===== src/rtl/leadzero_pkg.sv =====
// leadzero_pkg: definitions shared by the leading-zero generator and counter.
//   CNT_W     width of a leading-zero count
//   Z_W       internal width for clamped counts and word bit offsets
//   IDLE/EMIT state codes, identical to the counter's
//   max_zero  largest meaningful count for a WIDTH x WORD group
package leadzero_pkg;

  localparam int unsigned CNT_W = 9;
  localparam int unsigned Z_W   = 10;

  localparam logic [1:0] IDLE = 2'b00;
  localparam logic [1:0] EMIT = 2'b01;

  function automatic int unsigned max_zero(input int unsigned width,
                                           input int unsigned word);
    return width * word;
  endfunction

endpackage


===== src/rtl/leadzero_gen_if.sv =====
// leadzero_gen_if: request and word-stream signals of the leading-zero generator.
//   ivalid/mode/zero/fill  request from the producer
//   ready                  generator can take a request
//   ovalid/data/olast      emitted word stream
// master = side issuing requests and consuming words; slave = generator.
interface leadzero_gen_if #(
  parameter int unsigned WIDTH = 8
);
  import leadzero_pkg::*;

  logic             ivalid;
  logic             mode;
  logic [CNT_W-1:0] zero;
  logic [WIDTH-1:0] fill;
  logic             ready;
  logic             ovalid;
  logic [WIDTH-1:0] data;
  logic             olast;

  modport master (
    output ivalid, mode, zero, fill,
    input  ready, ovalid, data, olast
  );

  modport slave (
    input  ivalid, mode, zero, fill,
    output ready, ovalid, data, olast
  );

endinterface


===== src/rtl/leadzero_word.sv =====
// leadzero_word: combinational builder for word k of a group with z_i leading zeros.
//   z_i        clamped leading-zero count for the group
//   k_i        word index (0 = most significant word)
//   fill_i     pattern below the leading one and after it
//   word_o     word k
//   has_one_o  1 when word k holds the leading one
module leadzero_word
  import leadzero_pkg::*;
#(
  parameter int unsigned WIDTH = 8
) (
  input  logic [Z_W-1:0]   z_i,
  input  logic [Z_W-1:0]   k_i,
  input  logic [WIDTH-1:0] fill_i,
  output logic [WIDTH-1:0] word_o,
  output logic             has_one_o
);

  logic [Z_W-1:0] base;
  logic [Z_W-1:0] top;
  logic [Z_W-1:0] off;
  logic [Z_W-1:0] p;

  always_comb begin
    base      = k_i * Z_W'(WIDTH);
    top       = base + Z_W'(WIDTH);
    // off/p only meaningful when base <= z_i < top
    off       = z_i - base;
    p         = Z_W'(WIDTH - 1) - off;
    word_o    = '0;
    has_one_o = 1'b0;
    if (z_i >= top) begin
      word_o = '0;
    end else if (z_i >= base) begin
      has_one_o = 1'b1;
      for (int unsigned b = 0; b < WIDTH; b++) begin
        if (Z_W'(b) == p) begin
          word_o[b] = 1'b1;
        end else if (Z_W'(b) < p) begin
          word_o[b] = fill_i[b];
        end
      end
    end else begin
      word_o = fill_i;
    end
  end

endmodule


===== src/rtl/leadzero_gen.sv =====
// leadzero_gen: emits a group of WORD words, MSW first, whose concatenation has
// the requested number of leading zeros. Turbo mode ends the group at the word
// holding the leading one.
//   CLK    clock, rising edge
//   rst    synchronous reset, active-high
//   bus    slave side of leadzero_gen_if:
//            ivalid/mode/zero/fill in, ready out (1 in IDLE),
//            ovalid/data/olast out (registered)
module leadzero_gen
  import leadzero_pkg::*;
#(
  parameter int unsigned WIDTH = 8,
  parameter int unsigned WORD  = 4
) (
  input logic           CLK,
  input logic           rst,
  leadzero_gen_if.slave bus
);

  localparam logic [Z_W-1:0] MAXZ   = Z_W'(max_zero(WIDTH, WORD));
  localparam logic [Z_W-1:0] LAST_K = Z_W'(WORD - 1);

  logic [1:0]       state_q, state_d;
  logic [Z_W-1:0]   idx_q, idx_d;
  logic [Z_W-1:0]   z_q, z_d;
  logic [WIDTH-1:0] fill_q, fill_d;
  logic             mode_q, mode_d;
  logic             ovalid_q, ovalid_d;
  logic [WIDTH-1:0] data_q, data_d;
  logic             olast_q, olast_d;

  logic             accept;
  logic [Z_W-1:0]   zero_ext;
  logic [Z_W-1:0]   z_clamp;
  logic [Z_W-1:0]   sel_z;
  logic [Z_W-1:0]   sel_k;
  logic [WIDTH-1:0] sel_fill;
  logic             sel_mode;
  logic [WIDTH-1:0] word;
  logic             has_one;
  logic             is_last;

  assign accept   = bus.ivalid && (state_q == IDLE);
  assign zero_ext = Z_W'(bus.zero);
  assign z_clamp  = (zero_ext > MAXZ) ? MAXZ : zero_ext;

  // Word 0 is built straight from the request on the accept edge so it is
  // valid the cycle after accept and back-to-back groups have no bubble.
  assign sel_z    = accept ? z_clamp   : z_q;
  assign sel_k    = accept ? '0        : idx_q;
  assign sel_fill = accept ? bus.fill  : fill_q;
  assign sel_mode = accept ? bus.mode  : mode_q;

  leadzero_word #(
    .WIDTH(WIDTH)
  ) u_word (
    .z_i      (sel_z),
    .k_i      (sel_k),
    .fill_i   (sel_fill),
    .word_o   (word),
    .has_one_o(has_one)
  );

  assign is_last = (sel_k == LAST_K) || (sel_mode && has_one);

  always_comb begin
    state_d  = state_q;
    idx_d    = idx_q;
    z_d      = z_q;
    fill_d   = fill_q;
    mode_d   = mode_q;
    ovalid_d = 1'b0;
    data_d   = '0;
    olast_d  = 1'b0;
    case (state_q)
      IDLE: begin
        if (accept) begin
          z_d      = z_clamp;
          fill_d   = bus.fill;
          mode_d   = bus.mode;
          data_d   = word;
          ovalid_d = 1'b1;
          idx_d    = Z_W'(1);
          if (is_last) begin
            olast_d = 1'b1;
          end else begin
            state_d = EMIT;
          end
        end
      end
      EMIT: begin
        data_d   = word;
        ovalid_d = 1'b1;
        idx_d    = idx_q + Z_W'(1);
        if (is_last) begin
          olast_d = 1'b1;
          state_d = IDLE;
        end
      end
      default: state_d = IDLE;
    endcase
  end

  always_ff @(posedge CLK) begin
    if (rst) begin
      state_q  <= IDLE;
      idx_q    <= '0;
      z_q      <= '0;
      fill_q   <= '0;
      mode_q   <= 1'b0;
      ovalid_q <= 1'b0;
      data_q   <= '0;
      olast_q  <= 1'b0;
    end else begin
      state_q  <= state_d;
      idx_q    <= idx_d;
      z_q      <= z_d;
      fill_q   <= fill_d;
      mode_q   <= mode_d;
      ovalid_q <= ovalid_d;
      data_q   <= data_d;
      olast_q  <= olast_d;
    end
  end

  assign bus.ready  = (state_q == IDLE);
  assign bus.ovalid = ovalid_q;
  assign bus.data   = data_q;
  assign bus.olast  = olast_q;

endmodule


===== src/flat_wrapper.sv =====
// flat-port wrapper written by rule: the top's interface ports become plain ports
module leadzero_gen_flat import leadzero_pkg::*;
#(
  parameter int unsigned WIDTH = 8,
  parameter int unsigned WORD  = 4
)
  (CLK, rst, bus_ivalid, bus_mode, bus_zero, bus_fill, bus_ready, bus_ovalid, bus_data, bus_olast);
  leadzero_gen_if #(.WIDTH(WIDTH)) bus_i ();
  input logic CLK;
  input logic rst;
  input wire logic [$bits(bus_i.ivalid)-1:0] bus_ivalid;
  input wire logic [$bits(bus_i.mode)-1:0] bus_mode;
  input wire logic [$bits(bus_i.zero)-1:0] bus_zero;
  input wire logic [$bits(bus_i.fill)-1:0] bus_fill;
  output wire logic [$bits(bus_i.ready)-1:0] bus_ready;
  output wire logic [$bits(bus_i.ovalid)-1:0] bus_ovalid;
  output wire logic [$bits(bus_i.data)-1:0] bus_data;
  output wire logic [$bits(bus_i.olast)-1:0] bus_olast;
  assign bus_i.ivalid = bus_ivalid;
  assign bus_i.mode = bus_mode;
  assign bus_i.zero = bus_zero;
  assign bus_i.fill = bus_fill;
  assign bus_ready = bus_i.ready;
  assign bus_ovalid = bus_i.ovalid;
  assign bus_data = bus_i.data;
  assign bus_olast = bus_i.olast;
  leadzero_gen #(.WIDTH(WIDTH), .WORD(WORD)) u_core (.CLK(CLK), .rst(rst), .bus(bus_i));
endmodule

===== config.mk =====
export PLATFORM = sky130hd
export DESIGN_NAME = leadzero_gen_flat
export DESIGN_NICKNAME = d
export VERILOG_FILES = /design/src/rtl/leadzero_pkg.sv /design/src/rtl/leadzero_gen_if.sv /design/src/rtl/leadzero_word.sv /design/src/rtl/leadzero_gen.sv /design/src/flat_wrapper.sv
export SDC_FILE = /design/constraint.sdc
export NUM_CORES = 1
export LEC_CHECK = 0
export BUFFER_PORTS_ARGS = -buffer_cell sky130_fd_sc_hd__clkbuf_2
export CELL_PAD_IN_SITES_DETAIL_PLACEMENT = 1
export CELL_PAD_IN_SITES_GLOBAL_PLACEMENT = 1
export CORE_ASPECT_RATIO = 1.4
export CORE_MARGIN = 2
export CORE_UTILIZATION = 40
export CTS_BUF_LIST = sky130_fd_sc_hd__clkbuf_16
export CTS_CLUSTER_DIAMETER = 80
export CTS_CLUSTER_SIZE = 40
export DETAILED_ROUTE_END_ITERATION = 6
export PLACE_DENSITY = 0.8
export SLEW_MARGIN = 25
export SYNTH_ARGS = -nofsm -noshare
export SYNTH_HDL_FRONTEND = slang
export SYNTH_HIERARCHICAL = 1
export SYNTH_SLANG_ARGS = --single-unit

===== constraint.sdc =====
create_clock -name CLK -period 3.1 [get_ports CLK]
set_input_delay 0.31 -clock CLK [delete_from_list [all_inputs] [get_ports CLK]]
set_output_delay 0.31 -clock CLK [all_outputs]
set_load 0.005 [all_outputs]

==> results of run 1 <==
-- worst reg2reg max path, stage by stage (launching register included) --
cell and delay, ns:
dfxtp_2 0.33, buf_4 0.13, and2b_2 0.24, nor2_4 0.05, nor2_4 0.12, inv_2 0.07
ha_4 0.26, buf_4 0.15, fa_2 0.39, and3_4 0.17, nor4_2 0.35, o2111a_2 0.37
mux2i_1 0.20, nor2_1 0.06, and2_1 0.13
-- cell usage in the layout (no fill, tap or decap), types with 3 or more instances in the layout --
cell       count
a21oi_1        7
a21o_1         3
clkbuf_2      31
dfxtp_1       39
nor3_1         4
clkbuf_16      5
ha_4           5
nand3_1        9
and3_1         6
a211oi_1       3
and2_1        31
inv_1         21
nand4_1        3
mux2i_1        5
ha_1          22
a22o_4         5
xnor2_1        7
a31oi_1        3
nor2_1        18
nand2_1       31
xor2_1         5
buf_4         38
o211ai_1       3
-- state kept, by name (all words and copies together) (netlist names) --
register,flops
u_core/fill_q,8
u_core/z_q,10
u_core/state_q,1
u_core/idx_q,10
u_core/bus.data,8
u_core/mode_q,1
u_core/bus.ovalid,1
u_core/bus.olast,1
-- power groups by stage --
| stage | combinational, W | clock [W] | sequential (W) |
|---|---|---|---|
| after floorplan | 0.000178 | 0 | 0.000556 |
| after global placement | 0.000281 | 0 | 0.000555 |
| after detailed placement | 0.000290 | 0 | 0.000556 |
| after CTS | 0.000321 | 0.000619 | 0.000545 |
| after global routing | 0.000372 | 0.000625 | 0.000548 |
| final | 0.000342 | 0.000609 | 0.000547 |
-- through the flow --
step / setup TNS (ns) / hold slack (ns)
after global placement: -2.29 / 0.456
after CTS: 0 / 0.285
after global routing: -1.13 / 0.358
after detailed placement: -3.07 / 0.461
final: -0.144 / 0.306
after floorplan: -0.930 / 0.388
-- timing repair --
item | CTS | global route
gates resized for setup | 7 | 12
setup buffers | 2 | 1
cloned | 1 | 1
setup endpoints to repair | 10 | 10
pin swaps | 10 | 4
-- layout make-up --
cell class / count / area, um2 / area share (%)
Clock buffer: 5 / 125 / 3.72
Clock inverter: 3 / 47.5 / 1.41
Inverter: 23 / 86.3 / 2.57
Multi-Input combinational cell: 220 / 1770 / 52.7
Sequential cell: 40 / 802 / 23.9
Tap cell: 72 / 90.1 / 2.68
Timing Repair Buffer: 69 / 440 / 13.1
-- routing by layer --
metal | vias up | wire length, um | track usage (%)
li1 | 1149 | - | -
met1 | 1176 | 3220 | 27.1
met2 | 53 | 4380 | 45.0
met3 | 23 | 317 | 3.68
met4 | 0 | 255 | 12.5
met5 | - | 0 | 0
-- how the worst min path moves through the flow --
stage | startpoint | to | slack, ns
final | bus_mode | u_core/mode_q | 0.31
after global placement | u_core/z_q[8] | u_core/z_q[8] | 0.46
after CTS | bus_mode | u_core/mode_q | 0.29
after floorplan | rst | u_core/idx_q[0] | 0.39
after global routing | bus_mode | u_core/mode_q | 0.36
after detailed placement | u_core/z_q[6] | u_core/z_q[6] | 0.46
==> impl_metrics.py, run 1 <==
metrics = {
    "cts": {
        "cts_tree": "yes",
        "cts_root_buf": "clkbuf_16",
        "cts.clk_slew.worst_paths_ns": 0.06,
        "cts.path.max_buffers": 2,
        "cts_sinks": 40,
        "cts_made_buffers": 5,
        "htreeDepth": 2,
        "cts_hold_buf": 0,
        "clkLatencyLatePin_ns": 0.29,
    },
    "detailed_routing": {
        "vias": 2401,
        "drt_iter0_drc": 112,
        "viasPerCell": 5.56,
        "wirelength_mm": 8.17,
        "drt-wirelength-per-cell_um": 18.9,
        "dr.pass1.iters": 4,
        "antenna_left": 0,
        "drc": 0,
    },
    "critical_path": {
        "worstSetupStartpointType": "input pin",
        "critPathCapture": "u_core/bus.data[7]",
        "cp-startpoint": "bus_zero[8]",
        "slowest_stage": "or4_4",
        "cp_max_fo": 7,
        "critPathBufInv": 2,
        "cp.depth": 14,
        "cp_top_family": "simple AND/OR/NAND/NOR gates",
        "timing.rr.start": "u_core/state_q[0]",
        "critical_path_arrival_ns": 3.33,
        "crit_required_ns": 3.29,
        "reg2reg_to": "u_core/bus.data[7]",
        "cp-end-kind": "register",
        "crit_chain": "clkbuf_2 -> or4_4 -> nor2_8 -> a22o_4 -> inv_2 -> ha_4 -> ha_4 -> fa_2 -> and3_4 -> nor4_2 -> o2111a_2 -> mux2i_1 -> nor2_1 -> and2_1",
        "cp_common_cell": "ha_4",
        "rr_worst_depth": 14,
        "crit_path_max_incr_delay_ns": 0.57,
        "rrSetupSlack_ns": -0.04,
        "worst-setup-path-type": "in -> reg",
    },
    "sta": {
        "hold_viol_final": 0,
        "setup_viol": 6,
        "clock_skew_ns": 0.00644,
        "min_period_ns": 3.14,
        "rsz0062_at_grt": "yes",
        "finalCritPeriodShare_pct": 101,
        "setup_ws_ns": -0.0436,
        "worstMarginPinSlew_ns": 0.576,
        "slew_violations": 0,
        "fmax_ghz": 0.318,
        "relSlewSlack_pct": 61.5,
    },
    "layout": {
        "num_antenna_cells": 0,
        "fin_nets": 408,
        "nFillCells": 719,
        "fin_util_pct": 54.1,
        "fin_cells": 432,
        "drive_gt1_share_pct": 32.5,
        "area_growth_pct": 31.9,
        "final_area_mm2": 0.00336,
    },
    "yosys": {
        "synthesis.nets": 341,
        "syn_area_mm2": 0.00255,
        "synth_warnings": 6,
        "postSynthAreaPerCell_um2": 8.73,
        "syn_inst": 292,
    },
    "grt": {
        "grt_pass1_wl_mm": 13.3,
        "grt_start_max_net_pins": 20,
        "grtUsageTotal_pct": 24.7,
        "antenna_found_initial": 0,
        "grt_overflow": 0,
        "first_global_vias": 2634,
    },
    "hold_path": {
        "min_path_cells": 3,
        "hold_class": "in -> reg",
    },
    "power": {
        "switching_power_w": 0.000423,
        "power_density_mw_per_mm2": 445,
        "p_leak_nw": 1.54,
        "seqPwrFrac_pct": 36.5,
        "power.total_w": 0.00150,
        "power.internal_w": 0.00107,
        "switching_share_pct": 28.2,
        "power_frac_clock_pct": 40.7,
        "ir_drop_uv": 341,
        "pwr-share-comb_pct": 22.8,
    },
    "placed_design": {
        "hpwl_mm": 5.43,
        "post_dp_cell_area_mm2": 0.00306,
        "place_ws_ns": -0.398,
        "gp_congestion": 0.863,
        "dpl.cell_count": 419,
        "placement.io_buffers": 31,
    },
    "floorplanning": {
        "fp-row-count": 34,
        "die_y_um": 98.4,
        "initial_utilization_pct": 41.0,
        "fp.dieW_um": 71.5,
        "fp.coreArea_mm2": 0.00621,
        "io_pins": 32,
        "die-area_mm2": 0.00703,
    },
    "run_status": {
        "violations": "negative setup slack",
        "status": "complete, but fails checks",
    },
    "flow_run": {
        "maxCapViolations": 0,
    },
}
Note: power is estimated with default switching activity, not from simulation.
==> inputs of run 2 (changes only) <==
- CORE_UTILIZATION: 40 -> 30
- PLACE_DENSITY: 0.8 -> 0.64
==> impl_metrics.py, run 2 (synthesized netlist as in run 1, its figures left out) <==
metrics = {
    "placed_design": {
        "post_dp_cell_area_mm2": 0.00316,
        "hpwl_mm": 5.67,
        "gp_congestion": 0.821,
        "place_ws_ns": -0.437,
        "placement.io_buffers": 31,
    },
    "critical_path": {
        "slowest_stage": "or4_4",
        "crit_chain": "clkbuf_2 -> or4_4 -> nor2_8 -> a22o_4 -> inv_2 -> ha_4 -> ha_4 -> a211o_1 -> a211oi_2 -> mux2i_2 -> o2111a_2 -> a31oi_1 -> a311oi_1 -> and2_1",
        "crit_required_ns": 3.33,
        "worst-setup-path-type": "in -> reg",
        "cp_max_fo": 7,
        "cp_common_cell": "ha_4",
        "cp-end-kind": "register",
        "critPathBufInv": 2,
        "critical_path_arrival_ns": 3.38,
        "crit_path_max_incr_delay_ns": 0.56,
        "worstSetupStartpointType": "input pin",
        "cp_top_family": "compound AO/OA/AOI/OAI gates",
    },
    "grt": {
        "grt_pass1_wl_mm": 12.6,
        "first_global_vias": 2530,
        "grt_overflow": 0,
        "antenna_found_initial": 0,
        "grt_start_max_net_pins": 20,
        "grtUsageTotal_pct": 18.0,
    },
    "sta": {
        "relSlewSlack_pct": 57.4,
        "fmax_ghz": 0.317,
        "clock_skew_ns": 0.00232,
        "min_period_ns": 3.15,
        "worstMarginPinSlew_ns": 0.637,
        "hold_viol_final": 0,
        "hold_slack_ns": 0.314,
        "rsz0062_at_grt": "yes",
        "setup_viol": 7,
        "finalCritPeriodShare_pct": 102,
        "setup_ws_ns": -0.0499,
        "slew_violations": 0,
    },
    "floorplanning": {
        "die-area_mm2": 0.00926,
        "io_pins": 32,
        "initial_utilization_pct": 31.1,
        "fp.dieW_um": 81.9,
        "fp-row-count": 39,
        "fp.coreArea_mm2": 0.00820,
        "die_y_um": 113,
    },
    "cts": {
        "htreeDepth": 2,
        "cts_root_buf": "clkbuf_16",
        "cts.path.max_buffers": 2,
        "cts.clk_slew.worst_paths_ns": 0.06,
        "cts_tree": "yes",
        "cts_hold_buf": 0,
        "clkLatencyLatePin_ns": 0.28,
        "cts_made_buffers": 5,
        "cts_sinks": 40,
    },
    "detailed_routing": {
        "drc": 0,
        "viasPerCell": 4.98,
        "antenna_left": 0,
        "vias": 2350,
        "drt_iter0_drc": 41,
        "wirelength_mm": 7.60,
        "drt-wirelength-per-cell_um": 16.1,
        "dr.pass1.iters": 6,
    },
    "layout": {
        "most-common-layout-cells": "buf_4, dfxtp_1, clkbuf_2, and2_1, nand2_1",
        "fin_nets": 418,
        "drive_gt1_share_pct": 34.3,
        "fin_util_pct": 42.7,
        "area_growth_pct": 37.4,
        "top_regs": "u_core/idx_q x10, u_core/z_q x10",
        "num_antenna_cells": 0,
        "final_area_mm2": 0.00350,
        "layout_commonest_cell": "buf_4",
    },
    "power": {
        "ir_drop_uv": 469,
        "power.total_w": 0.00150,
        "p_leak_nw": 1.59,
        "power_density_mw_per_mm2": 430,
    },
    "run_status": {
        "status": "complete, but fails checks",
        "violations": "negative setup slack",
    },
    "hold_path": {
        "hold_class": "in -> reg",
    },
    "flow_run": {
        "maxCapViolations": 0,
    },
}
-- run 2: cell types whose count changed in the layout (fill, tap and decap cells not counted), moves of 2 or more --
cell      before  now
nor4_4         0    2
buf_4         38   48
nand2b_4       1    3
nor4_2         2    0
-- run 2: timing repair --
item,CTS,global route
pin swaps,13,9
gates cloned,2,0
setup endpoints to repair,10,10
buffers inserted,3,2
gates resized for setup,9,13
-- run 2: power by group --
group	leakage, nW	switching, W	internal [W]
clock network	0.0814	0.000214	0.000378
registers	0.326	0.0000111	0.000537
logic	1.18	0.000192	0.000173
-- run 2: final timing paths --
kind | startpoint | end | slack, ns | depth (start not counted)
setup / recovery | bus_zero[8] | u_core/bus.data[2] | -0.05 | 14
setup reg to reg | u_core/state_q[0] | u_core/bus.data[2] | -0.01 | 14
hold reg to reg | u_core/z_q[6] | u_core/z_q[6] | 0.48 | 1
hold / removal | bus_mode | u_core/mode_q | 0.31 | 3
-- run 2: layer usage --
layer  global-route usage (%)  vias up  wire length (um)
li1                         -     1167                 -
met1                     19.6     1139              3020
met2                     34.4       39              4290
met3                     3.03        5               195
met4                     5.11        0                89
met5                        0        -                 0
-- run 2: final cells by class --
cell class	count	area, um2
clock inverter	3	42.5
tap	102	128
multi-input combinational	220	1800
sequential	40	802
timing repair buffer	79	515
inverter	23	86.3
fill	1000	4700
clock buffer	5	125
-- run 2: tightest hold or removal path: stages --
cell and delay (ns):
clkbuf_2 0.08, mux2i_1 0.08, nor2_1 0.09
-- run 2: per-stage QoR --
| step | TNS, ns | std cells |
|---|---|---|
| 3_5_place_dp | -3.60 | 457 |
| 5_1_grt | -1.38 | 472 |
| 6_report | -0.240 | 472 |
| 2_1_floorplan | -0.930 | 292 |
| 4_1_cts | -0.00688 | 470 |
| 3_3_place_gp | -2.79 | 457 |
